$ cat src/rtl/regfile_wb_arbiter.sv
// Register-file write-back arbiter: merges single-cycle A results with FIFO-buffered
// multi-cycle B results onto one write port and tracks pending B destinations.
module regfile_wb_arbiter (
  input  logic        clk,
  input  logic        rst,
  input  logic        a_valid,
  input  logic [4:0]  a_rd,
  input  logic [31:0] a_data,
  output logic        a_ready,
  input  logic        b_valid,
  input  logic [4:0]  b_rd,
  input  logic [31:0] b_data,
  output logic        b_ready,
  input  logic        iss_valid,
  input  logic [4:0]  iss_rd,
  input  logic [4:0]  qAddrA,
  input  logic [4:0]  qAddrB,
  output logic        busyA,
  output logic        busyB,
  output logic        write,
  output logic [4:0]  wrAddr,
  output logic [31:0] wrData
);

  localparam int unsigned DEPTH   = 4;
  localparam int unsigned PTR_W   = 2;
  localparam int unsigned CNT_W   = 3;
  localparam int unsigned STARVE_W = 3;
  localparam int unsigned REG_W   = 5;
  localparam int unsigned DATA_W  = 32;
  localparam int unsigned NREGS   = 32;

  logic [REG_W-1:0]    fifo_rd   [DEPTH];
  logic [DATA_W-1:0]   fifo_data [DEPTH];
  logic [PTR_W-1:0]    wptr, rptr;
  logic [CNT_W-1:0]    count;
  logic [STARVE_W-1:0] starve_cnt;
  logic [NREGS-1:0]    pend, pend_next;
  logic                wr_b;

  logic fifo_nempty, starve, sel_a, sel_b, push, pop;
  logic [REG_W-1:0]  head_rd;
  logic [DATA_W-1:0] head_data;

  // Arbitration: a starved B head beats A, otherwise A wins, otherwise drain B.
  always_comb begin
    fifo_nempty = (count != CNT_W'(0));
    starve      = (starve_cnt == STARVE_W'(7)) && fifo_nempty;
    sel_b       = fifo_nempty && (starve || !a_valid);
    sel_a       = a_valid && !starve;
    push        = b_valid && b_ready;
    pop         = sel_b;
    head_rd     = fifo_rd[rptr];
    head_data   = fifo_data[rptr];
  end

  assign a_ready = !starve;
  assign b_ready = (count != CNT_W'(DEPTH));

  // Buffered payload needs no reset; pointers/count make stale entries unreachable.
  always_ff @(posedge clk) begin
    if (push) begin
      fifo_rd[wptr]   <= b_rd;
      fifo_data[wptr] <= b_data;
    end
  end

  always_ff @(posedge clk or posedge rst) begin
    if (rst) begin
      wptr  <= '0;
      rptr  <= '0;
      count <= '0;
    end else begin
      if (push) wptr <= wptr + PTR_W'(1);
      if (pop)  rptr <= rptr + PTR_W'(1);
      unique case ({push, pop})
        2'b10:   count <= count + CNT_W'(1);
        2'b01:   count <= count - CNT_W'(1);
        default: count <= count;
      endcase
    end
  end

  // Counts consecutive A grants while B waits; saturates so the B head is forced out.
  always_ff @(posedge clk or posedge rst) begin
    if (rst) begin
      starve_cnt <= '0;
    end else if (!fifo_nempty || sel_b) begin
      starve_cnt <= '0;
    end else if (sel_a && (starve_cnt != STARVE_W'(7))) begin
      starve_cnt <= starve_cnt + STARVE_W'(1);
    end
  end

  always_ff @(posedge clk or posedge rst) begin
    if (rst) begin
      write  <= 1'b0;
      wr_b   <= 1'b0;
      wrAddr <= '0;
      wrData <= '0;
    end else if (sel_b) begin
      write  <= (head_rd != REG_W'(0));
      wr_b   <= 1'b1;
      wrAddr <= head_rd;
      wrData <= head_data;
    end else if (sel_a) begin
      write  <= (a_rd != REG_W'(0));
      wr_b   <= 1'b0;
      wrAddr <= a_rd;
      wrData <= a_data;
    end else begin
      write  <= 1'b0;
      wr_b   <= 1'b0;
    end
  end

  // Retire the outgoing B write first so a same-edge issue to that register wins.
  always_comb begin
    pend_next = pend;
    if (write && wr_b) pend_next[wrAddr] = 1'b0;
    if (iss_valid && (iss_rd != REG_W'(0))) pend_next[iss_rd] = 1'b1;
    pend_next[0] = 1'b0;
  end

  always_ff @(posedge clk or posedge rst) begin
    if (rst) pend <= '0;
    else     pend <= pend_next;
  end

  assign busyA = pend[qAddrA] | (write & wr_b & (wrAddr == qAddrA) & (qAddrA != REG_W'(0)));
  assign busyB = pend[qAddrB] | (write & wr_b & (wrAddr == qAddrB) & (qAddrB != REG_W'(0)));

endmodule
$ cat config.mk
export PLATFORM = sky130hd
export DESIGN_NAME = regfile_wb_arbiter
export DESIGN_NICKNAME = d
export VERILOG_FILES = /design/src/rtl/regfile_wb_arbiter.sv
export SDC_FILE = /design/constraint.sdc
export NUM_CORES = 1
export LEC_CHECK = 0
export ABC_CLOCK_PERIOD_IN_PS = 2300
export CAP_MARGIN = 5
export CORE_MARGIN = 3
export CORE_UTILIZATION = 45
export CTS_BUF_LIST = sky130_fd_sc_hd__clkbuf_8
export DETAILED_ROUTE_END_ITERATION = 7
export PLACE_DENSITY = 0.72
export SYNTH_ARGS = -nofsm -noshare
export SYNTH_HDL_FRONTEND = slang
export SYNTH_SLANG_ARGS = --single-unit
$ cat constraint.sdc
create_clock -name clk -period 2.3 [get_ports clk]
set_input_delay 0.345 -clock clk [delete_from_list [all_inputs] [get_ports clk]]
set_output_delay 0.345 -clock clk [all_outputs]
set_load 0.01 [all_outputs]
# --- After elaboration in Yosys (flattened, before gate mapping) ---
# Memory sizes are Yosys's and may differ from the RTL's.
# Cells that the tools add are included.
totals:
  memories: 2
  out_inout_bits: 42
  wordCells: 84
  ff_bits: 80
  mem_bits_rw: 148
classes:
  bitwise_logic: 10
  mux: 22
  n_eq_ne: 7
  n_reduce_logical: 23
  add_sub_neg: 5
  n_lt_le_gt_ge: 6
memory_table:
  columns: ["memory", "depth", "word_bits", "read_ports", "rd_clocked_by_memory_dff", "wr", "line", "source"]
  rows:
  - ["fifo_data", 4, 32, 1, 0, 1, "34", "logic [DATA_W-1:0] fifo_data [DEPTH];"]
  - ["fifo_rd", 4, 5, 1, 0, 1, "33", "logic [REG_W-1:0] fifo_rd [DEPTH];"]
ops:
  columns: ["cell", "n"]
  rows:
  - ["two-way mux 32 bit", 4]
  - ["AND 32 bit", 1]
  - ["inverter 32 bit", 1]
  - ["bitwise OR 32 bit", 1]
  - ["nonzero test 5 bit", 5]
  - ["less-than comparator 5 x 6 -> 1 bit, second input constant", 4]
  - ["binary-select mux 1 bit (select 5 bit)", 2]
  - ["demux 1 bit (select 5 bit)", 2]
  - ["== test 5 bit", 2]
  - ["greater-or-equal comparator 5 x 1 -> 1 bit, second input constant", 2]
  - ["two-way mux 5 bit", 2]
  - ["logical AND 1 bit", 9]
  - ["two-way mux 1 bit", 9]
  - ["adder 3 x 1 -> 3 bit, second input constant", 2]
  - ["two-way mux 3 bit", 2]
  - ["inequality test 3 bit, second input constant", 2]
  - ["case mux 3 bit (2 select lines)", 1]
  - ["nonzero test 2 bit", 3]
  - ["AND 1 bit", 5]
  - ["adder 2 x 1 -> 2 bit, second input constant", 2]
  - ["== test 3 bit, second input constant", 1]
  - ["logical NOT 1 bit", 3]
  - ["nonzero test 3 bit", 1]
  - ["subtractor 3 x 1 -> 3 bit, second input constant", 1]
  - ["4 further kinds", 6]

# --- Longest topological paths before layout ---
# Gate-level depths: netlist (run 1).
logic_depth:
  depth_word: 9
  mapped_depth: 10
  mapped_depth_nobuf: 9

# --- Worst setup path after synthesis (run 1) ---
# OpenSTA, ideal clock, no wires.
synth_path:
  path_kind: "register to register"
  from: "register starve_cnt[0]"
  to: "register count[1]"
  slack_ps: 58
  stages_incl_launch_ff: 9
  arrival_time_ps: 2117
  setup_ps: 125
  n_path_buf: 1
  path_cell_list: "dfrtp_1 ha_1 ha_1 inv_1 a21oi_1 buf_2 ha_1 fa_1 mux2_2"
synth_between:
  elab_chain_cells: 6
  elab_cells_between_ends: 8
synth_rtl:
  columns: ["item", "line", "source"]
  rows:
  - ["start, declared", "37", "logic [STARVE_W-1:0] starve_cnt;"]
  - ["start signal, assigned", "91", "starve_cnt <= starve_cnt + STARVE_W'(1);"]
  - ["== test 3 bit *", "48", "starve = (starve_cnt == STARVE_W'(7)) && fifo_nempty;"]
  - ["logical AND 1 bit *", "48", null]
  - ["logical OR 1 bit *", "49", "sel_b = fifo_nempty && (starve || !a_valid);"]
  - ["logical AND 1 bit *", "49", null]
  - ["named net pop", "41", "logic fifo_nempty, starve, sel_a, sel_b, push, pop;"]
  - ["== test 2 x 1 -> 1 bit or == test 2 bit (tied branches)", "76", "unique case ({push, pop})"]
  - ["case mux 3 bit (2 select lines) or nonzero test 2 bit (tied branches)", null, null]
  - ["end signal, assigned", "77", "2'b10: count <= count + CNT_W'(1);"]
  - ["end signal, assigned", "78", "2'b01: count <= count - CNT_W'(1);"]
  - ["end signal, assigned", "79", "default: count <= count;"]
  - ["end, declared", "36", "logic [CNT_W-1:0] count;"]
# The timed path passes the listed nets; every way through them passes the cells marked *.
# A chain may end at the register's enable or synchronous reset.

# --- Worst setup path in the final report (run 1) ---
layout_path:
  from: "register wrAddr[3]"
  to: "output busyA"
layout_between:
  elab_chain_cells: 4
layout_rtl:
  columns: ["item", "line", "source"]
  rows:
  - ["start, declared", "21", "output logic [4:0] wrAddr,"]
  - ["start signal, assigned", "104", "wrAddr <= head_rd;"]
  - ["start signal, assigned", "109", "wrAddr <= a_rd;"]
  - ["== test 5 bit", "130", "assign busyA = pend[qAddrA] | (write & wr_b & (wrAddr == qAddrA) & (qAddrA != REG_W'(0)));"]
  - ["AND 1 bit (2 in series)", "130", null]
  - ["bitwise OR 1 bit", "130", null]
  - ["end, declared", "18", "output logic busyA,"]
# No other way between the ends.

==> results of run 1 <==
-- area by class of cell --
class | count | area (µm²)
Clock buffer | 41 | 564.3
Clock inverter | 26 | 136.4
Fill cell | 1544 | 8283
Inverter | 5 | 22.52
Multi-Input combinational cell | 364 | 3084
Sequential cell | 228 | 6449
Tap cell | 270 | 337.8
Timing Repair Buffer | 172 | 1748
-- sequential cells by signal, indices dropped and copies added (netlist names), 2 cells and up --
signal and flops:
count 3, fifo_rd 20, wptr 2, pend 31, fifo_data 128, wrData 32, wrAddr 5, starve_cnt 3
rptr 2
-- critical path, cell delays in order (launching register included) --
cell and delay (ps):
dfrtp_1 380, nor4_2 270, buf_4 160, nor3_2 40
a21oi_2 150, o22ai_1 100, or3_1 360, buf_2 150
-- how the worst min path moves through the flow --
stage                                endpoint                 startpoint  slack, ps  depth (start not counted)
detailed placement  starve_cnt[0]$_DFFE_PP0P_  starve_cnt[0]$_DFFE_PP0P_        430                          1
finish                 wrData[16]$_DFFE_PP0P_                        rst        150                          2
global route           wrData[23]$_DFFE_PP0P_                        rst        140                          2
global placement    starve_cnt[0]$_DFFE_PP0P_  starve_cnt[0]$_DFFE_PP0P_        420                          1
CTS                    wrData[16]$_DFFE_PP0P_                        rst        130                          2
floorplan           starve_cnt[0]$_DFFE_PP0P_  starve_cnt[0]$_DFFE_PP0P_        410                          1
-- synthesized netlist by cell type, drive strengths merged (2+ instances only) --
cell type,number
dfrtp,80
a22o,4
or4,2
nor2b,7
xor2,4
mux2i,65
nor3,5
nand2b,5
a21oi,3
buf,15
edfxtp,148
nand3b,8
clkbuf,14
a22oi,2
nand2,49
a221o,4
and2,5
xnor2,10
inv,5
o22ai,4
and3,4
or3b,5
o21ai,101
nand4,5
mux4,39
or3,5
a2111oi,2
nor2,9
nor4,2
ha,7
nand3,3
-- power by group through the flow --
stage               sequential [mW]  combinational [mW]  clock, mW
global route                   6.52                5.26       3.55
global placement               6.39                4.74          0
CTS                            6.40                4.87       3.34
floorplan                      6.31                2.77          0
finish                         6.40                4.81       3.24
detailed placement             6.47                4.85          0
-- cell usage in the layout (no fill, tap or decap), drive strengths merged, types with 9 or more instances in the layout --
master         synthesis  final
mux4                  39     39
buf                   15     37
nand2                 49     49
clkbuf                14     42
edfxtp               148    148
mux2i                 65     65
inv                    5     18
dfrtp                 80     80
nor2                   9      9
clkinv                 0      9
o21ai                101    101
clkdlybuf4s50          0    129
xnor2                 10     10
-- metal layers --
metal	track usage, %	vias to the layer above	wire length [µm]
met3	4.999	44	1406
met5	0	-	20
met2	32.39	218	11250
met4	6.336	2	519
li1	-	2790	-
met1	24.90	3086	9569
-- cells by family (layout without fill, tap and decap cells) --
family | Yosys count | in the layout | synth area share (%)
muxes | 105 | 105 | 16.09
xor gates and xnor gates | 14 | 14 | 1.271
buffers and inverters | 34 | 244 | 1.622
DFF | 228 | 228 | 66.84
adders and majority gates | 8 | 8 | 1.116
AOI/OAI and AO/OA | 121 | 121 | 6.850
and+or+nand+nor | 116 | 116 | 6.214
-- repair_timing --
| item | 4_1_cts | 5_1_grt |
|---|---|---|
| setup endpoints to repair | 3 | 2 |
| gates cloned | 1 | 1 |
| gates resized for setup | 14 | 4 |
| setup buffers | 0 | 0 |
| pin swaps | 2 | 3 |
==> key figures, run 1 <==
Outcome
  – Run status: complete, but fails checks
  – Failing checks: negative setup slack

Setup path
  – FF-to-FF End: count[2]$_DFFE_PP0P_
  – Arrival time at the worst endpoint: 2100 ps
  – CP max FO: 2
  – Crit Path Class: flop to output pin
  – Crit start category: flop
  – Reg2reg setup slack: 230 ps
  – R2r startpoint: starve_cnt[0]$_DFFE_PP0P_
  – Worst path required time: 1960 ps
  – Worst setup path start: wrAddr[3]$_DFFE_PP0P_
  – Setup crit end kind: output pin
  – R2R depth: 9
  – Crit path to: busyA

Die
  – Die area: 23220 µm²
  – Core ar.: 20620 µm²
  – Core Rows: 52
  – Die W: 152.4 µm
  – Starting Density: 46.76%
  – Die Y: 152.4 µm
  – IO Count: 136

Detailed routing
  – DR WL/cell: 20.58 µm
  – Drt drc: 0
  – First drt pass iteration count: 5
  – Antenna viol nets, final: 0
  – Drt via density: 5.552
  – Drt first-iter violations: 404
  – Final wirelength: 22.77 mm
  – Vias: 6140

Clocking
  – Clock sinks: 228
  – Clk Tree Root Cell: clkbuf_8
  – H-tree levels: 2
  – Clk Latency, worst-skew pair: 510 ps
  – Num CTS Buffers: 37
  – CTS Hold Buffers Added: 0
  – CTS tree: yes
  – CTS clk-pin slew, worst paths: 60 ps
  – CTS max path bufs: 3

Synthesis
  – Seq/Total Area, Yosys: 66.84%
  – Synth warnings: 0
  – Main synth FF type: edfxtp_1
  – Syn Nets: 728
  – Share of the synthesized area in the top cell type: 46.08%
  – Avg Cell Area, Syn: 15.41 µm²
  – Yosys cell types: 42
  – Seq cells post-synth: 228
  – Post-Syn Instances: 626
  – Post-synth EDFFs: 148
  – Synth Cell Area: 9644 µm²
  – Top area cells in the synthesized netlist: edfxtp_1, dfrtp_1, mux4_2
  – Leading area contributor after synthesis: edfxtp_1
  – Fraction of registers with async set/reset: 35.09%

Power and ir drop
  – P_sw: 4.605 mW
  – Pwr dens: 1171 nW/µm²
  – Pint: 9.853 mW
  – Total power: 14.46 mW
  – LEAKAGE: 4.527 nW
  – Clock power share: 22.4%
  – Share of power burned in registers: 44.3%
  – Maximum vdd drop: 757.5 µV
  – Sw Share: 31.85%
  – Gate power share: 33.3%

Global routing
  – Vias in the first global route: 6521
  – First-pass GRT wire length: 35.71 mm
  – Initial antenna violation count: 1
  – Largest net degree at the start of global routing: 71
  – GRT Overall Usage: 19.36%
  – Remaining global-route overflow: 0

Timing
  – Clk_skew: 22.00 ps
  – RSZ-0062 raised after global routing: yes
  – Slew @ Worst Pin: 495.1 ps
  – Final hold slack: 148.9 ps
  – Final Critical Period: 2441 ps
  – TNS Setup: -190.3 ps
  – Fin crit share: 106.1%
  – Slew Viols, Final: 0
  – Hold Fails Final Rpt: 0
  – Fmax: 0.4098 GHz
  – Worst Setup Slack, final: -140.5 ps
  – Rel. slew slack: 66.72%
  – Setup violators final: 2

Placed design
  – Number of placed cells counting well taps: 1037
  – Post-Place Cell Area: 11570 µm²
  – HPWL Detailed: 15.50 mm
  – Buffers on Ports: 135
  – Pre-CTS WS: -513.6 ps
  – Gpl congestion: 0.9637

Job
  – Max Cap Viol: 0

Cells and area
  – Diodes inserted: 0
  – Final Instance Count excl. Fillers: 1106
  – Design area: 12340 µm²
  – Nets: 910
  – Final Util: 59.84%
  – Ratio of cells with drive above 1 in the final layout: 16.75%
  – Area Overhead vs Synth: 27.97%

Min path
  – Min-Delay Path Class: input pin to async pin
No activity file was read; power rests on OpenSTA's default activity.
==> inputs of run 2 (changes only) <==
--- a/config.mk
+++ b/config.mk
@@ -8,10 +8,10 @@
 export ABC_CLOCK_PERIOD_IN_PS = 2300
 export CAP_MARGIN = 5
 export CORE_MARGIN = 3
-export CORE_UTILIZATION = 45
+export CORE_UTILIZATION = 36
 export CTS_BUF_LIST = sky130_fd_sc_hd__clkbuf_8
 export DETAILED_ROUTE_END_ITERATION = 7
-export PLACE_DENSITY = 0.72
+export PLACE_DENSITY = 0.61
 export SYNTH_ARGS = -nofsm -noshare
 export SYNTH_HDL_FRONTEND = slang
 export SYNTH_SLANG_ARGS = --single-unit
==> key figures, run 2 (same netlist as run 1, synthesis figures left out) <==
Setup path
  – Crit Path Class: flop to output pin
  – R2R depth: 9 (unchanged)
  – CP max FO: 2 (unchanged)
  – Crit path cell chain: nor4_2, buf_4, nor3_1, a21oi_1, o22ai_1, or3_1, buf_2
  – Worst path slowest cell: dfrtp_1
  – Worst path required time: 1960 ps (about the same)
  – Arrival time at the worst endpoint: 2040 ps (-60 ps)
  – Setup crit end kind: output pin
  – Crit start category: flop
  – Largest stage delay, worst path: 390 ps (about the same)

Timing
  – Slew Viols, Final: 0 (unchanged)
  – Hold Fails Final Rpt: 0 (unchanged)
  – Worst Setup Slack, final: -89.68 ps (+50.82 ps)
  – Final hold slack: 221.2 ps (+72.29 ps)
  – Final Critical Period: 2390 ps (-50.82 ps)
  – Setup violators final: 2 (unchanged)
  – Rel. slew slack: 65.27% (-1.4 points)
  – Fin crit share: 103.9% (-2.2 points)
  – RSZ-0062 raised after global routing: yes
  – Fmax: 0.4185 GHz (+2.1%)
  – Clk_skew: 21.68 ps (-0.3261 ps)
  – Slew @ Worst Pin: 519.9 ps (+24.77 ps)

Detailed routing
  – Final wirelength: 22.28 mm (-2.1%)
  – Drt drc: 0 (unchanged)
  – First drt pass iteration count: 4 (-1)
  – Antenna viol nets, final: 0 (unchanged)
  – Drt first-iter violations: 306 (-24%)
  – DR WL/cell: 18.99 µm (-7.7%)
  – Vias: 5927 (-3.5%)
  – Drt via density: 5.053 (-9.0%)

Placed design
  – Number of placed cells counting well taps: 1101 (+6.2%)
  – Pre-CTS WS: -498.8 ps (+14.84 ps)
  – Gpl congestion: 0.8448 (-12%)
  – Post-Place Cell Area: 11650 µm² (+0.64%)
  – Buffers on Ports: 135 (unchanged)
  – HPWL Detailed: 14.76 mm (-4.8%)

Clocking
  – CTS Hold Buffers Added: 0 (unchanged)
  – CTS max path bufs: 3 (unchanged)
  – CTS tree: yes
  – Num CTS Buffers: 38 (+2.7%)
  – H-tree levels: 2 (unchanged)
  – Clk Latency, worst-skew pair: 520 ps (about the same)
  – Clock sinks: 228 (unchanged)
  – Clk Tree Root Cell: clkbuf_8
  – CTS clk-pin slew, worst paths: 60 ps (about the same)

Cells and area
  – Most common cell after layout, fill and taps aside: edfxtp_1
  – Nets: 912 (+0.22%)
  – Most frequent cells in the layout: edfxtp_1, clkdlybuf4s50_1, dfrtp_1, o21ai_0, mux2i_1
  – Ratio of cells with drive above 1 in the final layout: 16.95% (+0.20 points)
  – Biggest regs: fifo_data (128), wrData (32), pend (31)
  – Area Overhead vs Synth: 29.72%
  – Final Instance Count excl. Fillers: 1173 (+6.1%)
  – Diodes inserted: 0 (unchanged)
  – Max FFs per register: 128 (unchanged)
  – Design area: 12510 µm² (+1.4%)
  – Most flop-heavy register: fifo_data

Global routing
  – Initial antenna violation count: 2 (+1)
  – Largest net degree at the start of global routing: 45 (-37%)
  – Vias in the first global route: 6361 (-2.5%)
  – Remaining global-route overflow: 0 (unchanged)
  – First-pass GRT wire length: 35.09 mm (-1.7%)
  – GRT Overall Usage: 15.59% (-3.8 points)

Die
  – Core ar.: 26210 µm² (+27%)
  – IO Count: 136 (unchanged)
  – Die Y: 169.7 µm (+11%)
  – Die W: 169.7 µm (+11%)
  – Core Rows: 59 (+13%)
  – Die area: 28790 µm² (+24%)
  – Starting Density: 36.80% (-10 points)

Power and ir drop
  – Pwr dens: 1176 nW/µm² (+0.39%)
  – LEAKAGE: 4.576 nW (+1.1%)
  – Maximum vdd drop: 591.6 µV (-22%)

Min path
  – Min-Delay Path Class: input pin to async pin

Job
  – Max Cap Viol: 0 (unchanged)

Outcome
  – Run status: complete, but fails checks
  – Failing checks: negative setup slack
-- run 2: worst max-delay path, delay by kind of cell, from the launching register on --
family | cells | cell delay, ps
DFF | 1 | 390
AOI/OAI and AO/OA | 2 | 190
and+or+nand+nor | 3 | 630
buffers and inverters | 2 | 310
-- run 2: per-stage QoR --
step           util (%)  setup TNS [ps]  power, mW
5_1_grt           47.74          -448.7      15.65
6_report          47.74          -174.7      14.71
3_5_place_dp      44.45          -979.4      11.22
3_3_place_gp      44.45          -953.7      11.15
2_1_floorplan         -               0      9.084
4_1_cts           47.73          -254.6      14.93
-- run 2: power by group --
part	switching, mW	leakage, nW	internal, mW
sequential	0.712	2.25	5.64
combinational	2.29	1.87	2.46
clock	1.55	0.451	2.06
total	4.56	4.58	10.2
-- run 2: path summary, 6_finish.rpt --
kind | to | start | slack (ps)
setup / recovery | busyB | wrAddr[3]$_DFFE_PP0P_ | -90
hold / removal | count[0]$_DFFE_PP0P_ | rst | 220
setup reg to reg | count[2]$_DFFE_PP0P_ | starve_cnt[0]$_DFFE_PP0P_ | 230
hold reg to reg | starve_cnt[0]$_DFFE_PP0P_ | starve_cnt[0]$_DFFE_PP0P_ | 450
max in group asynchronous | pend[12]$_DFF_PP0_ | rst | 1490
min in group clk | starve_cnt[0]$_DFFE_PP0P_ | starve_cnt[0]$_DFFE_PP0P_ | 450
-- run 2: per-layer routing --
| layer | vias to the layer above | global-route usage [%] | share of wire, % | routed length [µm] |
|---|---|---|---|---|
| li1 | 2791 | - | - | - |
| met1 | 2912 | 20.71 | 44 | 9816 |
| met2 | 176 | 25.64 | 48 | 10680 |
| met3 | 44 | 3.960 | 6.0 | 1332 |
| met4 | 4 | 4.267 | 1.9 | 419 |
| met5 | - | 0 | 0.15 | 34 |
-- run 2: what timing repair did --
action / in CTS / in global routing
gates cloned: 2 / 0
resized for setup: 16 / 3
buffers inserted: 2 / 0
setup endpoints to repair: 3 / 3
pin swaps: 1 / 0
-- run 2: cell type report --
| class | count | area (µm²) |
|---|---|---|
| Clock buffer | 40 | 550.5 |
| Clock inverter | 28 | 217.7 |
| Fill cell | 2258 | 13700 |
| Inverter | 5 | 22.52 |
| Multi-Input combinational cell | 364 | 3089 |
| Sequential cell | 228 | 6451 |
| Tap cell | 335 | 419.2 |
| Timing Repair Buffer | 173 | 1760 |
==> inputs of run 3 (changes only) <==
--- a/config.mk
+++ b/config.mk
@@ -7,11 +7,14 @@
 export LEC_CHECK = 0
 export ABC_CLOCK_PERIOD_IN_PS = 2300
 export CAP_MARGIN = 5
+export CELL_PAD_IN_SITES_DETAIL_PLACEMENT = 2
+export CELL_PAD_IN_SITES_GLOBAL_PLACEMENT = 2
 export CORE_MARGIN = 3
 export CORE_UTILIZATION = 36
 export CTS_BUF_LIST = sky130_fd_sc_hd__clkbuf_8
 export DETAILED_ROUTE_END_ITERATION = 7
-export PLACE_DENSITY = 0.61
+export GPL_ROUTABILITY_DRIVEN = 0
+export PLACE_DENSITY = 0.79
 export SYNTH_ARGS = -nofsm -noshare
 export SYNTH_HDL_FRONTEND = slang
 export SYNTH_SLANG_ARGS = --single-unit
==> key figures, run 3 (same netlist as run 1, synthesis figures left out) <==
Die
  – Die area: 28790 µm² (unchanged)
  – Starting Density: 36.80% (unchanged)
  – Core ar.: 26210 µm² (unchanged)
  – Die W: 169.7 µm (unchanged)
  – Core Rows: 59 (unchanged)
  – IO Count: 136 (unchanged)
  – Die Y: 169.7 µm (unchanged)

Clocking
  – CTS max path bufs: 3 (unchanged)
  – CTS clk-pin slew, worst paths: 60 ps (about the same)
  – CTS Hold Buffers Added: 0 (unchanged)
  – Clock sinks: 228 (unchanged)
  – Clk Latency, worst-skew pair: 530 ps (about the same)
  – Num CTS Buffers: 40 (+5.3%)
  – CTS tree: yes
  – Clk Tree Root Cell: clkbuf_8
  – H-tree levels: 2 (unchanged)

Detailed routing
  – Drt first-iter violations: 485 (+58%)
  – First drt pass iteration count: 4 (unchanged)
  – Final wirelength: 28.61 mm (+28%)
  – Drt via density: 5.325 (+5.4%)
  – Drt drc: 0 (unchanged)
  – DR WL/cell: 24.29 µm (+28%)
  – Antenna viol nets, final: 0 (unchanged)
  – Vias: 6273 (+5.8%)

Power and ir drop
  – Maximum vdd drop: 480.7 µV (-19%)
  – LEAKAGE: 4.615 nW (+0.86%)
  – Share of power burned in registers: 41.8% (-1.4 points)
  – Gate power share: 33.5% (+1.2 points)
  – Sw Share: 32.89% (+1.9 points)
  – Pwr dens: 1221 nW/µm² (+3.8%)
  – P_sw: 5.065 mW (+11%)
  – Pint: 10.33 mW (+1.8%)
  – Clock power share: 24.7% (+0.2 points)

Cells and area
  – Max FFs per register: 128 (unchanged)
  – Nets: 915 (+0.33%)
  – Most common cell after layout, fill and taps aside: edfxtp_1
  – Most frequent cells in the layout: edfxtp_1, clkdlybuf4s50_1, dfrtp_1, o21ai_0, mux2i_1
  – Area Overhead vs Synth: 30.80%
  – Final Util: 48.14% (+0.40 points)
  – Ratio of cells with drive above 1 in the final layout: 18.62% (+1.7 points)
  – Diodes inserted: 0 (unchanged)
  – Design area: 12610 µm² (+0.83%)
  – Biggest regs: fifo_data (128), wrData (32), pend (31)
  – Most flop-heavy register: fifo_data

Timing
  – RSZ-0062 raised after global routing: yes
  – Clk_skew: 16.99 ps (-4.688 ps)
  – Fmax: 0.4111 GHz (-1.8%)
  – Slew @ Worst Pin: 500.3 ps (-19.53 ps)
  – Final Critical Period: 2432 ps (+42.81 ps)
  – Rel. slew slack: 66.47% (+1.2 points)
  – Setup violators final: 2 (unchanged)
  – Hold Fails Final Rpt: 0 (unchanged)
  – Slew Viols, Final: 0 (unchanged)
  – Fin crit share: 105.8% (+1.9 points)
  – Worst Setup Slack, final: -132.5 ps (-42.81 ps)
  – Final hold slack: 302.0 ps (+80.72 ps)

Setup path
  – CP top delay family: simple AND/OR/NAND/NOR gates
  – Worst path required time: 1960 ps (about the same)
  – Crit path cell chain: nor4_2, buf_4, nor3_2, a21oi_2, o22ai_2, or3_1, buf_2
  – Crit start category: flop
  – Arrival time at the worst endpoint: 2090 ps (+50 ps)
  – CP bufs+invs: 2 (unchanged)
  – Largest stage delay, worst path: 380 ps (about the same)
  – CP max FO: 2 (unchanged)
  – Worst path slowest cell: dfrtp_1
  – Setup crit end kind: output pin
  – Crit Path Class: flop to output pin

Outcome
  – Failing checks: negative setup slack
  – Run status: complete, but fails checks

Global routing
  – Initial antenna violation count: 2 (unchanged)
  – Vias in the first global route: 7409 (+16%)
  – First-pass GRT wire length: 44.73 mm (+27%)
  – Largest net degree at the start of global routing: 81 (+80%)
  – Met1 usage: 24.47% (+3.8 points)
  – Most Crowded Layer GR: met2
  – Met2 usage: 36.00% (+10 points)
  – M3 GR Usage: 4.542% (+0.58 points)
  – GRT Overall Usage: 20.15% (+4.6 points)
  – Remaining global-route overflow: 0 (unchanged)

Placed design
  – HPWL Detailed: 19.50 mm (+32%)
  – Post-Place Cell Area: 11680 µm² (+0.26%)
  – Buffers on Ports: 135 (unchanged)

Job
  – Max Cap Viol: 0 (unchanged)

Min path
  – Min-Delay Path Class: input pin to async pin
## run 3: cell count changes in the layout (fill, tap and decap cells not counted), sizes merged
cell / change
buf: +2
dlygate4sd2: -1
clkbuf: +9
inv: +1
clkinvlp: -1
clkinv: -3
dlymetal6s2s: +1
bufinv: -2
bufbuf: -1
## run 3: metrics by stage
stage	setup WS [ps]	power [mW]	instances	setup TNS (ps)
global placement	-512.1	11.14	1100	-1002
global route	-237.3	16.29	1178	-467.1
finish	-132.5	15.40	1178	-262.9
CTS	-250.3	15.58	1178	-426.5
detailed placement	-554.0	11.61	1100	-1100
floorplan	58.28	9.084	626	0
## run 3: path summary, 6_finish.rpt
check,from,to,slack (ps),cells past startpoint
setup reg to reg,starve_cnt[0]$_DFFE_PP0P_,count[2]$_DFFE_PP0P_,170,9
setup / recovery,wrAddr[0]$_DFFE_PP0P_,busyB,-130,7
hold reg to reg,starve_cnt[0]$_DFFE_PP0P_,starve_cnt[0]$_DFFE_PP0P_,450,1
min in group clk,starve_cnt[0]$_DFFE_PP0P_,starve_cnt[0]$_DFFE_PP0P_,450,1
hold / removal,rst,wrData[18]$_DFFE_PP0P_,300,3
max in group asynchronous,rst,rptr[0]$_DFFE_PP0N_,1600,3
## run 3: power groups by stage
stage / combinational, mW / clock [mW] / sequential [mW]
after floorplan: 2.77 / 0 / 6.31
after detailed placement: 5.13 / 0 / 6.48
after global placement: 4.81 / 0 / 6.33
after global routing: 5.62 / 4.10 / 6.57
final: 5.16 / 3.81 / 6.44
after CTS: 5.22 / 3.93 / 6.44
## run 3: per-layer routing
layer,up-vias,wire [µm],part of all wire (%)
met3,56,1387,4.8
met4,4,620,2.2
met5,-,29,0.10
met1,3243,11550,40
met2,168,15020,52
li1,2802,-,-
## run 3: tightest hold or removal path: cells and delay by family
family,cells,cell delay (ps)
buffers and inverters,3,920
## run 3: cell type report
cell class / count / area [µm²]
fillers: 2454 / 13590
multi-input cells: 364 / 3117
well taps: 335 / 419.2
flip-flops and latches: 228 / 6450
clock buffers: 49 / 674.4
clock inverters: 23 / 147.6
repair buffers: 174 / 1784
inverters: 5 / 22.52
## run 3: repair_timing
action / CTS / global route
endpoints found under the setup margin: 3 / 5
pin swaps: 3 / 8
setup buffers: 5 / 0
gates cloned: 1 / 0
gates resized for setup: 14 / 11
